[src/rtl/song_draw_control.sv]
// song_draw_control: sequences grid clear, per-step song shift, 12-box redraw and scoring, plus VGA plot enable
//   clock, reset (async active-low), start (level, sampled in IDLE)
//   shiftSong, loadDefault, writeDefault, loadStartAddress, loadX, loadY, writeToScreen,
//   changeScore, addScore, songDone : datapath strobes
//   gridCounter {X,Y} clear position, boxCounter 1..12 (0 = none), pixelCount {X,Y} box offset
//   plot : write enable aligned to the datapath's registered pixel outputs, busy : not IDLE
module song_draw_control #(
    parameter int TICKS_PER_STEP = 833334,
    parameter int SONG_STEPS     = 112,
    parameter int GRID_W         = 240,
    parameter int GRID_H         = 180,
    parameter int BOX_W          = 60,
    parameter int BOX_H          = 60,
    parameter int PLOT_LAT       = 3
) (
    input  logic        clock,
    input  logic        reset,
    input  logic        start,
    output logic        shiftSong,
    output logic        loadDefault,
    output logic        writeDefault,
    output logic        loadStartAddress,
    output logic        loadX,
    output logic        loadY,
    output logic        writeToScreen,
    output logic        changeScore,
    output logic        addScore,
    output logic        songDone,
    output logic [15:0] gridCounter,
    output logic [3:0]  boxCounter,
    output logic [14:0] pixelCount,
    output logic        plot,
    output logic        busy
);
    localparam int DIV_W  = (TICKS_PER_STEP > 1) ? $clog2(TICKS_PER_STEP) : 1;
    localparam int STEP_W = $clog2(SONG_STEPS + 1);
    typedef enum logic [3:0] {
        IDLE, CLEAR, TICK_WAIT, SHIFT, SETUP_A, SETUP_B,
        BOX_DRAW, NEXT_BOX, SCORE_CHG, SCORE_ADD, DONE
    } state_t;
    state_t state, next_state;
    logic [7:0]          grid_x, grid_y, pix_x;
    logic [6:0]          pix_y;
    logic [3:0]          box;
    logic [DIV_W-1:0]    divider;
    logic [STEP_W-1:0]   step;
    logic [PLOT_LAT-1:0] plot_dly;
    logic grid_y_end, grid_end, pix_y_end, pix_end, tick_end, last_box, last_step;
    assign grid_y_end  = grid_y == 8'(GRID_H - 1);
    assign grid_end    = grid_y_end && grid_x == 8'(GRID_W - 1);
    assign pix_y_end   = pix_y == 7'(BOX_H - 1);
    assign pix_end     = pix_y_end && pix_x == 8'(BOX_W - 1);
    assign tick_end    = divider == DIV_W'(TICKS_PER_STEP - 1);
    assign last_box    = box == 4'd12;
    assign last_step   = step == STEP_W'(SONG_STEPS);
    assign gridCounter = {grid_x, grid_y};
    assign pixelCount  = {pix_x, pix_y};
    assign boxCounter  = box;
    assign loadY       = loadX;
    assign plot        = plot_dly[PLOT_LAT-1];
    always_comb begin
        next_state       = state;
        shiftSong        = 1'b0;
        loadDefault      = 1'b0;
        writeDefault     = 1'b0;
        loadStartAddress = 1'b0;
        loadX            = 1'b0;
        writeToScreen    = 1'b0;
        changeScore      = 1'b0;
        addScore         = 1'b0;
        songDone         = 1'b0;
        busy             = 1'b1;
        case (state)
            IDLE: begin
                busy       = 1'b0;
                next_state = start ? CLEAR : IDLE;
            end
            CLEAR: begin
                loadDefault  = 1'b1;
                writeDefault = 1'b1;
                next_state   = grid_end ? TICK_WAIT : CLEAR;
            end
            TICK_WAIT: next_state = tick_end ? SHIFT : TICK_WAIT;
            SHIFT: begin
                shiftSong  = 1'b1;
                next_state = SETUP_A;
            end
            SETUP_A: next_state = SETUP_B;
            // second setup cycle: the datapath's address/colour mux is registered
            SETUP_B: begin
                loadStartAddress = 1'b1;
                next_state       = BOX_DRAW;
            end
            BOX_DRAW: begin
                loadX         = 1'b1;
                writeToScreen = 1'b1;
                next_state    = pix_end ? NEXT_BOX : BOX_DRAW;
            end
            NEXT_BOX: next_state = last_box ? SCORE_CHG : SETUP_A;
            SCORE_CHG: begin
                changeScore = 1'b1;
                next_state  = SCORE_ADD;
            end
            SCORE_ADD: begin
                addScore   = 1'b1;
                next_state = last_step ? DONE : TICK_WAIT;
            end
            // a start still held here launches the next song immediately
            DONE: begin
                songDone   = 1'b1;
                next_state = start ? CLEAR : IDLE;
            end
            default: next_state = IDLE;
        endcase
    end
    always_ff @(posedge clock or negedge reset) begin
        if (!reset) begin
            state    <= IDLE;
            grid_x   <= '0;
            grid_y   <= '0;
            pix_x    <= '0;
            pix_y    <= '0;
            box      <= '0;
            divider  <= '0;
            step     <= '0;
            plot_dly <= '0;
        end else begin
            state    <= next_state;
            plot_dly <= (plot_dly << 1) | PLOT_LAT'(writeDefault | writeToScreen);
            if (next_state == CLEAR && state != CLEAR) begin
                grid_x <= '0;
                grid_y <= '0;
            end else if (state == CLEAR && !grid_end) begin
                grid_y <= grid_y_end ? 8'd0 : grid_y + 8'd1;
                grid_x <= grid_y_end ? grid_x + 8'd1 : grid_x;
            end
            if (next_state == TICK_WAIT && state != TICK_WAIT)
                divider <= '0;
            else if (state == TICK_WAIT && !tick_end)
                divider <= divider + DIV_W'(1);
            if (state == CLEAR && grid_end)
                step <= '0;
            else if (state == SHIFT)
                step <= step + STEP_W'(1);
            if (state == SHIFT)
                box <= 4'd1;
            else if (state == NEXT_BOX)
                box <= last_box ? 4'd0 : box + 4'd1;
            if (state == SETUP_B) begin
                pix_x <= '0;
                pix_y <= '0;
            end else if (state == BOX_DRAW && !pix_end) begin
                pix_y <= pix_y_end ? 7'd0 : pix_y + 7'd1;
                pix_x <= pix_y_end ? pix_x + 8'd1 : pix_x;
            end
        end
    end
endmodule
[config.mk]
export PLATFORM = sky130hd
export DESIGN_NAME = song_draw_control
export DESIGN_NICKNAME = d
export VERILOG_FILES = /design/src/rtl/song_draw_control.sv
export SDC_FILE = /design/constraint.sdc
export NUM_CORES = 1
export LEC_CHECK = 0
export ABC_CLOCK_PERIOD_IN_PS = 3900
export CAP_MARGIN = 20
export CORE_ASPECT_RATIO = 1.5
export CORE_MARGIN = 8
export CORE_UTILIZATION = 59
export DETAILED_ROUTE_END_ITERATION = 12
export GPL_ROUTABILITY_DRIVEN = 0
export PLACE_DENSITY = 0.93
export SYNTH_ARGS = -nofsm -noshare
export SYNTH_HDL_FRONTEND = slang
export SYNTH_SLANG_ARGS = --single-unit
[constraint.sdc]
create_clock -name clock -period 3.9 [get_ports clock]
set_input_delay 0.78 -clock clock [delete_from_list [all_inputs] [get_ports clock]]
set_output_delay 0.78 -clock clock [all_outputs]
set_load 0.01 [all_outputs]
# After elaboration in Yosys (flattened, before gate mapping)
# Cells that the tools add are included.
# W data, S select, Z words.
[op_classes]
add_sub_neg = 7
n_eq_ne = 21
n_mux = 34
bitwise_logic = 2
reduce_logical = 22
[op_table]
columns = ["cell", "n"]
rows = [
  ["$mux W8", 9],
  ["$mux W20", 2],
  ["$pmux W4 S10", 1],
  ["$mux W7", 5],
  ["$add A8 B1 Y8 const B", 3],
  ["$add A20 B1 Y20 const B", 1],
  ["$eq A20 B20 Y1 const B", 1],
  ["$mux W4", 5],
  ["$eq A4 B3 Y1 const B", 4],
  ["$eq A4 B4 Y1 const B", 4],
  ["$eq A8 B8 Y1 const B", 2],
  ["$add A7 B1 Y7 const B", 2],
  ["$reduce_bool A2 Y1", 7],
  ["$eq A4 B2 Y1 const B", 3],
  ["$mux W1", 11],
  ["$eq A4 B1 Y1 const B", 2],
  ["$eq A8 B6 Y1 const B", 1],
  ["$logic_and A1 B1 Y1", 8],
  ["$eq A7 B6 Y1 const B", 1],
  ["$eq A7 B7 Y1 const B", 1],
  ["$add A4 B1 Y4 const B", 1],
  ["$logic_not A4 Y1", 1],
  ["$ne A4 B1 Y1 const B", 1],
  ["$ne A4 B2 Y1 const B", 1],
  ["other kinds (6)", 9],
]
[totals]
regBits = 69
inputBits = 3
output_inout_bits = 47
wordCells = 95

# Depth between registers and ports, before layout
# Gate-level depths: netlist (run 1).
[depth]
ltp_word = 8
mapped_depth = 9
mapped_depth_nobuf = 8

# Worst setup path before layout (run 1)
# OpenSTA, ideal clock, no wires.
[synth_path]
kind = "register -> register"
start = "reg grid_y[0]"
end = "reg divider[14]"
setup_time_ps = 119
t_arrival_ps = 2049
required_time_ps = 3781
path_slack_ps = 1732
stages_incl_launch_ff = 9
path_buffers = 1
synth_period_minus_slack_ps = 2168
path_cell_list = "dfrtp_1 > ha_1 > nand3b_1 > or4_4 > nor3_4 > a31oi_2 > nor3_4 > buf_6 > nor2_1"
[synth_between]
elab_chain_cells = 7
word_cells_on_any_way = 8
classes_between = "eq/ne (2); mux (3); reduce/logical (3)"
[synth_lines]
columns = ["element", "line_no", "source"]
rows = [
  ["start, declared", "42", "logic [7:0] grid_x, grid_y, pix_x;"],
  ["start signal, assigned", "134", "grid_y <= grid_y_end ? 8'd0 : grid_y + 8'd1;"],
  ["$eq A8 B8 Y1 *", "49", "assign grid_y_end = grid_y == 8'(GRID_H - 1);"],
  ["$logic_and A1 B1 Y1 *", "50", "assign grid_end = grid_y_end && grid_x == 8'(GRID_W - 1);"],
  ["$mux W2 *", "81", "next_state = grid_end ? TICK_WAIT : CLEAR;"],
  ["$pmux W4 S10 *", "73", "case (state)"],
  ["$eq A4 B2 Y1 *", "137", "if (next_state == TICK_WAIT && state != TICK_WAIT)"],
  ["$logic_and A1 B1 Y1 *", "137", ""],
  ["$mux W20 or $reduce_bool A2 Y1 (tied branches)", "--", ""],
  ["end signal, assigned", "140", "divider <= divider + DIV_W'(1);"],
  ["end, declared", "45", "logic [DIV_W-1:0] divider;"],
]
# Every way passes the cells marked *; elsewhere a longest branch is shown, timed or not.
# A chain may end at the register's enable or synchronous reset.

# Worst setup path after layout (run 1)
[layout_path]
start = "reg state[2]"
end = "out writeToScreen"
[layout_between]
elab_chain_cells = 2
[layout_lines]
columns = ["element", "line_no", "source"]
rows = [
  ["start, declared", "41", "state_t state, next_state;"],
  ["start signal, assigned", "128", "state <= next_state;"],
  ["$eq A4 B3 Y1", "73", ""],
  ["$mux W1", "73", ""],
  ["end, declared", "25", "output logic writeToScreen,"],
]
# Every way passes these cells.

==> results.py, run 1 <==
metrics = {
    "run_status": {
        "outcome": "finished clean",
    },
    "clock_tree": {
        "cts_root_buf": "clkbuf_8",
        "cts_hold_buf": 0,
        "ctsHtreeMaxLevel": 3,
        "cts_buffer_depth": 2,
        "cts_tree": "done",
        "cts_buffers": 9,
        "clkLatencyLatePin_ns": 0.35,
        "post_cts.repair.setup_buffers": 0,
        "cts.repair.resized": 0,
        "clock-sinks": 69,
        "cts.clk_slew.worst_paths_ns": 0.07,
    },
    "floorplanning": {
        "die_y_um": 114,
        "die_w_um": 81.0,
        "die_area_sq_mm": 0.00920,
        "floorplan.initialDensity": 0.611,
        "fp-row-count": 35,
        "ios": 50,
        "core_sq_mm": 0.00613,
    },
    "critical_path": {
        "path_common_cell": "nand2b_1",
        "slowest_delay_ns": 0.64,
        "worstPathArrival_ns": 2.43,
        "crit_path_start_kind": "flip-flop",
        "cp-end-kind": "output pin",
        "rrSetupSlack_ns": 1.32,
        "worstSetupPathType": "reg2out",
        "critical-path-top-delay-family": "simple AND/OR/NAND/NOR gates",
        "path_max_fanout": 16,
        "r2r-end": "divider[6]",
        "crit_buf_inv": 2,
        "worst_ep_required_time_ns": 3.12,
        "r2r_start": "grid_y[0]",
        "crit_chain": "nand2b_1, nand2b_1, inv_1, clkdlybuf4s50_1",
        "cp_slowest_cell": "dfrtp_1",
        "rr_worst_depth": 7,
    },
    "drt": {
        "vias_per_cell": 5.83,
        "num_vias": 3112,
        "drt_pass1_iterations": 4,
        "antenna_left": 0,
        "drc": 0,
        "wl_per_cell_um": 15.8,
        "wl_mm": 8.43,
        "drt_iter0_drc": 180,
    },
    "synthesis": {
        "synth_nets": 417,
        "ys_types": 49,
        "synthFlopType": "dfrtp_1",
        "synth_cells": 404,
        "yosysWarnings": 0,
        "netlist_area_sq_mm": 0.00374,
        "yosysSeqAreaShare": 0.461,
        "synth-seq-cells": 69,
        "synth.avg_cell_area_sq_um": 9.27,
        "async_reset_ff_frac": 1.00,
        "synth-edff-count": 0,
    },
    "grt": {
        "grt_overflow": 0,
        "grt_pass1_vias": 3148,
        "grt_pass1_wl_mm": 14.3,
        "grt_start_max_net_pins": 47,
        "grt_usage": 0.193,
        "antenna_found_initial": 0,
    },
    "sta": {
        "tightest_slew_ns": 0.665,
        "slew_violations": 0,
        "worst_slack_ns": 0.689,
        "max_slew_margin": 0.556,
        "fin_crit_sh": 0.823,
        "rsz0062_at_grt": "false",
        "holdWs_ns": 0.350,
        "clock_skew_ns": 0.00714,
        "max_freq_mhz": 311,
        "setup_violations": 0,
        "tns_ns": 0,
        "final_hold_viol_count": 0,
        "fin_crit_ns": 3.21,
    },
    "min_path": {
        "min_from": "plot_dly[1]",
        "hold_class": "reg2reg",
        "holdPathStages": 0,
        "hold_path_end": "plot_dly[2]",
    },
    "final_layout": {
        "layout.nets": 468,
        "multi_input_area_sq_mm": 0.00190,
        "layout.area.seq_sq_mm": 0.00173,
        "area_growth_pct": 19.9,
        "fillers": 423,
        "diodes": 0,
        "drive_gt1_frac": 0.0739,
        "layout.cells.non_filler": 534,
    },
    "placement": {
        "port_buffers": 49,
        "place_hpwl_mm": 6.03,
        "dp_slack_ns": 1.07,
        "placedCellCount": 517,
    },
    "power_and_ir_drop": {
        "ir_drop_mv": 0.459,
        "leakage_nw": 1.88,
        "powerDensity_mw_per_mm2": 420,
    },
    "job": {
        "cap_violations": 0,
    },
}
==> metrics by stage <==
step            util  total power [mW]  instance area [sq um]
2_1_floorplan      -              1.10                   3740
3_3_place_gp   0.696              1.29                   4270
3_5_place_dp   0.696              1.32                   4270
4_1_cts        0.728              1.89                   4460
5_1_grt        0.732              1.98                   4490
6_report       0.732              1.88                   4490
==> cell usage after synthesis, types with 2 or more instances <==
library cell | n | area [sq um]
nor4bb_1 | 2 | 20.0
buf_4 | 3 | 22.5
nor2_1 | 55 | 206
nand3b_1 | 2 | 15.0
o21ai_0 | 35 | 175
a21o_1 | 2 | 15.0
nand4_1 | 8 | 50.1
or3_1 | 8 | 50.1
xor2_1 | 14 | 123
or2_2 | 4 | 25.0
clkbuf_1 | 3 | 11.3
nor4b_1 | 2 | 17.5
xnor2_1 | 18 | 158
a21oi_1 | 11 | 55.1
inv_1 | 12 | 45.0
nand3_1 | 23 | 115
nor2b_1 | 3 | 18.8
a211oi_1 | 2 | 15.0
nor3_4 | 2 | 32.5
nand2_1 | 35 | 131
mux2i_1 | 2 | 20.0
o2bb2ai_1 | 2 | 17.5
nand4b_1 | 2 | 17.5
a22o_1 | 3 | 26.3
dfrtp_1 | 69 | 1730
ha_1 | 10 | 125
a31oi_1 | 2 | 12.5
and2_1 | 6 | 37.5
o31ai_1 | 7 | 52.6
and3_1 | 11 | 68.8
nor4_1 | 4 | 25.0
buf_2 | 6 | 30.0
nand2b_1 | 12 | 75.1
nor3_1 | 9 | 45.0
==> layout make-up <==
type	count	area share
repair buffers	53	0.119
flip-flops and latches	69	0.385
clock inverters	4	0.0106
inverters	12	0.0100
well taps	74	0.0206
clock buffers	12	0.0323
multi-input cells	310	0.423
==> how the worst max path moves through the flow <==
stage | startpoint | to | slack (ns) | cells after the start
after floorplan | grid_y[0] | divider[14] | 1.73 | 8
after global routing | state[2] | loadY | 0.51 | 4
after CTS | state[2] | loadY | 0.69 | 4
after global placement | state[2] | loadX | 1.16 | 4
final | state[2] | writeToScreen | 0.69 | 4
after detailed placement | state[2] | loadY | 1.07 | 4
==> power breakdown <==
part           leakage, nW  switching (mW)  total [mW]  internal [mW]
logic                0.869           0.219       0.433          0.214
clock network       0.0964           0.267       0.578          0.311
registers            0.919          0.0936       0.874          0.780
total                 1.88           0.579        1.88           1.31
==> state kept, by name (all words and copies together) (netlist names) <==
name and count:
step 7, boxCounter 4, pix_y 7, plot_dly 3, grid_y 8, pix_x 8
divider 20, grid_x 8, state 4
==> metal layers <==
layer,track usage,part of all wire
met5,0,0
met2,0.336,0.53
met4,0.0922,0.021
met3,0.0354,0.047
met1,0.218,0.40
==> worst register-to-register path: stages (launching register included) <==
cell and delay [ns]:
dfrtp_1 0.41, ha_1 0.25, nand3b_1 0.13, or4_4 0.47, nor3_4 0.41, a31oi_2 0.10, nor3_4 0.54, nor2_1 0.13
==> cell usage in the layout, fill, tap and decap left out, drive strengths merged, types with 8 or more instances in the layout <==
cell type       n
a21oi          11
and3           11
clkbuf         12
clkdlybuf4s50  48
dfrtp          69
ha             10
inv            12
nand2          35
nand2b         13
nand3          23
nand4           8
nor2           55
nor3           12
o21ai          36
or3             8
xnor2          18
xor2           14
==> cells by family after synthesis <==
logic type	Yosys count	share of synthesized area
compound gates	70	0.116
xor+xnor	32	0.0749
fa+ha+maj	10	0.0334
buf+inv	25	0.0321
flops	69	0.461
mux	2	0.00535
simple gates	196	0.277
(Power assumes the default switching activity.)
==> run 2: changes to the inputs <==
ABC_CLOCK_PERIOD_IN_PS = 3000   (was 3900)
CORE_UTILIZATION = 55   (was 59)
PLACE_DENSITY = 0.88   (was 0.93)
clock period = 3 ns   (was 3.9 ns; I/O delays follow)
==> run 2 against run 1 <==
Effect of this change:
- sequential power up 29%
- count of clock-buffer cells in the layout unchanged
- worst hold slack better by 0.0022 ns
- global-route usage down 1.3 points
- clock skew up 0.0021 ns
- via count up 0.71%
- power up 36%
==> results.py, run 2 (synthesis results as in run 1) <==
metrics = {
    "drt": {
        "drc": 0,
        "wl_per_cell_um": 15.7,
        "drt_pass1_iterations": 4,
        "drt_iter0_drc": 191,
        "num_vias": 3134,
        "antenna_left": 0,
        "wl_mm": 8.50,
        "vias_per_cell": 5.79,
    },
    "critical_path": {
        "worstPathArrival_ns": 2.14,
        "crit_chain": "nand2b_1, nand2b_1, inv_1, clkdlybuf4s50_1",
        "critical-path-top-delay-family": "buffers and inverters",
        "crit_path_start_kind": "flip-flop",
        "cp-end-kind": "output pin",
        "cp_slowest_cell": "clkdlybuf4s50_1",
        "slowest_delay_ns": 0.57,
        "crit_buf_inv": 2,
        "worstSetupPathType": "reg2out",
        "path_common_cell": "nand2b_1",
        "worst_ep_required_time_ns": 2.40,
        "path_max_fanout": 11,
    },
    "final_layout": {
        "largest_register_ffs": 20,
        "final_cell_mix": "dfrtp_1, nor2_1, clkdlybuf4s50_1, nand2_1, o21ai_0",
        "layout.cells.non_filler": 541,
        "area_growth_pct": 21.0,
        "diodes": 0,
        "top_register": "divider",
        "layout_commonest_cell": "dfrtp_1",
        "layout.nets": 471,
        "fillers": 532,
        "drive_gt1_frac": 0.0821,
    },
    "job": {
        "cap_violations": 0,
    },
    "sta": {
        "tns_ns": 0,
        "rsz0062_at_grt": "false",
        "setup_violations": 0,
        "final_hold_viol_count": 0,
        "slew_violations": 0,
        "clock_skew_ns": 0.00925,
        "max_freq_mhz": 365,
        "fin_crit_ns": 2.74,
        "fin_crit_sh": 0.912,
        "max_slew_margin": 0.424,
        "tightest_slew_ns": 0.864,
    },
    "power_and_ir_drop": {
        "p_clk_frac": 0.338,
        "intPower_mw": 1.81,
        "powerDensity_mw_per_mm2": 565,
        "p_sw_uw": 755,
        "switching_share": 0.295,
        "combPwrFrac": 0.220,
        "seqPwrFrac": 0.442,
        "leakage_nw": 1.91,
        "ir_drop_mv": 0.403,
    },
    "grt": {
        "grt_pass1_wl_mm": 14.3,
        "grt_start_max_net_pins": 70,
        "grt_usage": 0.180,
        "antenna_found_initial": 0,
        "grt_pass1_vias": 3131,
        "grt_overflow": 0,
    },
    "clock_tree": {
        "clock-sinks": 69,
        "ctsHtreeMaxLevel": 3,
        "post_cts.repair.setup_buffers": 0,
        "cts.clk_slew.worst_paths_ns": 0.07,
        "cts_tree": "done",
        "cts_buffer_depth": 2,
        "cts_buffers": 9,
        "cts_root_buf": "clkbuf_8",
        "clkLatencyLatePin_ns": 0.36,
        "cts.repair.resized": 0,
        "cts_hold_buf": 0,
    },
    "floorplanning": {
        "die_area_sq_mm": 0.00976,
        "ios": 50,
        "core_sq_mm": 0.00671,
        "fp-row-count": 37,
        "die_w_um": 83.4,
        "die_y_um": 117,
        "floorplan.initialDensity": 0.558,
    },
    "min_path": {
        "hold_class": "reg2reg",
    },
    "placement": {
        "place_hpwl_mm": 6.15,
        "port_buffers": 49,
        "placedCellCount": 525,
    },
    "run_status": {
        "outcome": "finished clean",
    },
}
-- run 2: changes by cell type in the layout (fill, tap and decap cells not counted), sizes merged --
cell and delta:
clkinvlp -1, buf +3, bufinv +1
-- run 2: worst paths after layout --
kind / startpoint / to / slack, ns / cells after the start
setup / recovery: state[3] / writeToScreen / 0.26 / 4
min in group asynchronous: reset / plot_dly[2] / 0.43 / 2
max in group asynchronous: reset / divider[13] / 2.00 / 2
hold / removal: plot_dly[1] / plot_dly[2] / 0.35 / 0
hold reg to reg: plot_dly[1] / plot_dly[2] / 0.35 / 0
setup reg to reg: pix_y[0] / pix_y[6] / 0.55 / 7
-- run 2: layout make-up --
type                    instances  area, sq um  share of cell area
well taps                      78         97.6              0.0215
clock buffers                  12          155              0.0343
multi-input cells             310         1900               0.419
inverters                      12         45.0             0.00994
flip-flops and latches         69         1730               0.381
clock inverters                 4         70.1              0.0155
repair buffers                 56          538               0.119
-- run 2: worst register-to-register path, cell delays in order, from the launching register on --
cell,delay (ns)
dfrtp_1,0.44
ha_1,0.24
nor4bb_1,0.51
nand4_1,0.25
a21oi_1,0.54
nor4b_1,0.14
xnor2_1,0.18
nor2_1,0.06
-- run 2: metal layers --
| layer | routed length [um] | vias to the layer above | GRT usage |
|---|---|---|---|
| met1 | 3340 | 1530 | 0.179 |
| met4 | 308 | 0 | 0.116 |
| met5 | 0 | - | 0 |
| met3 | 364 | 24 | 0.0429 |
| li1 | - | 1514 | - |
| met2 | 4490 | 66 | 0.330 |
-- run 2: power by group through the flow --
stage | logic [mW] | registers [mW] | clock network [mW]
after floorplan | 0.287 | 1.15 | 0
after global placement | 0.563 | 1.14 | 0
after detailed placement | 0.573 | 1.15 | 0
after CTS | 0.575 | 1.13 | 0.884
after global routing | 0.624 | 1.15 | 0.921
final | 0.564 | 1.13 | 0.865
-- run 2: per-stage QoR --
stage	total power, mW	cell area, sq um	setup slack, ns	hold WS (ns)	utilization
after floorplan	1.44	3740	0.832	0.304	-
after global placement	1.70	4300	0.640	0.335	0.641
after detailed placement	1.72	4300	0.553	0.338	0.641
after CTS	2.59	4530	0.255	0.354	0.675
after global routing	2.69	4530	0.187	0.366	0.675
final	2.56	4530	0.264	0.352	0.675
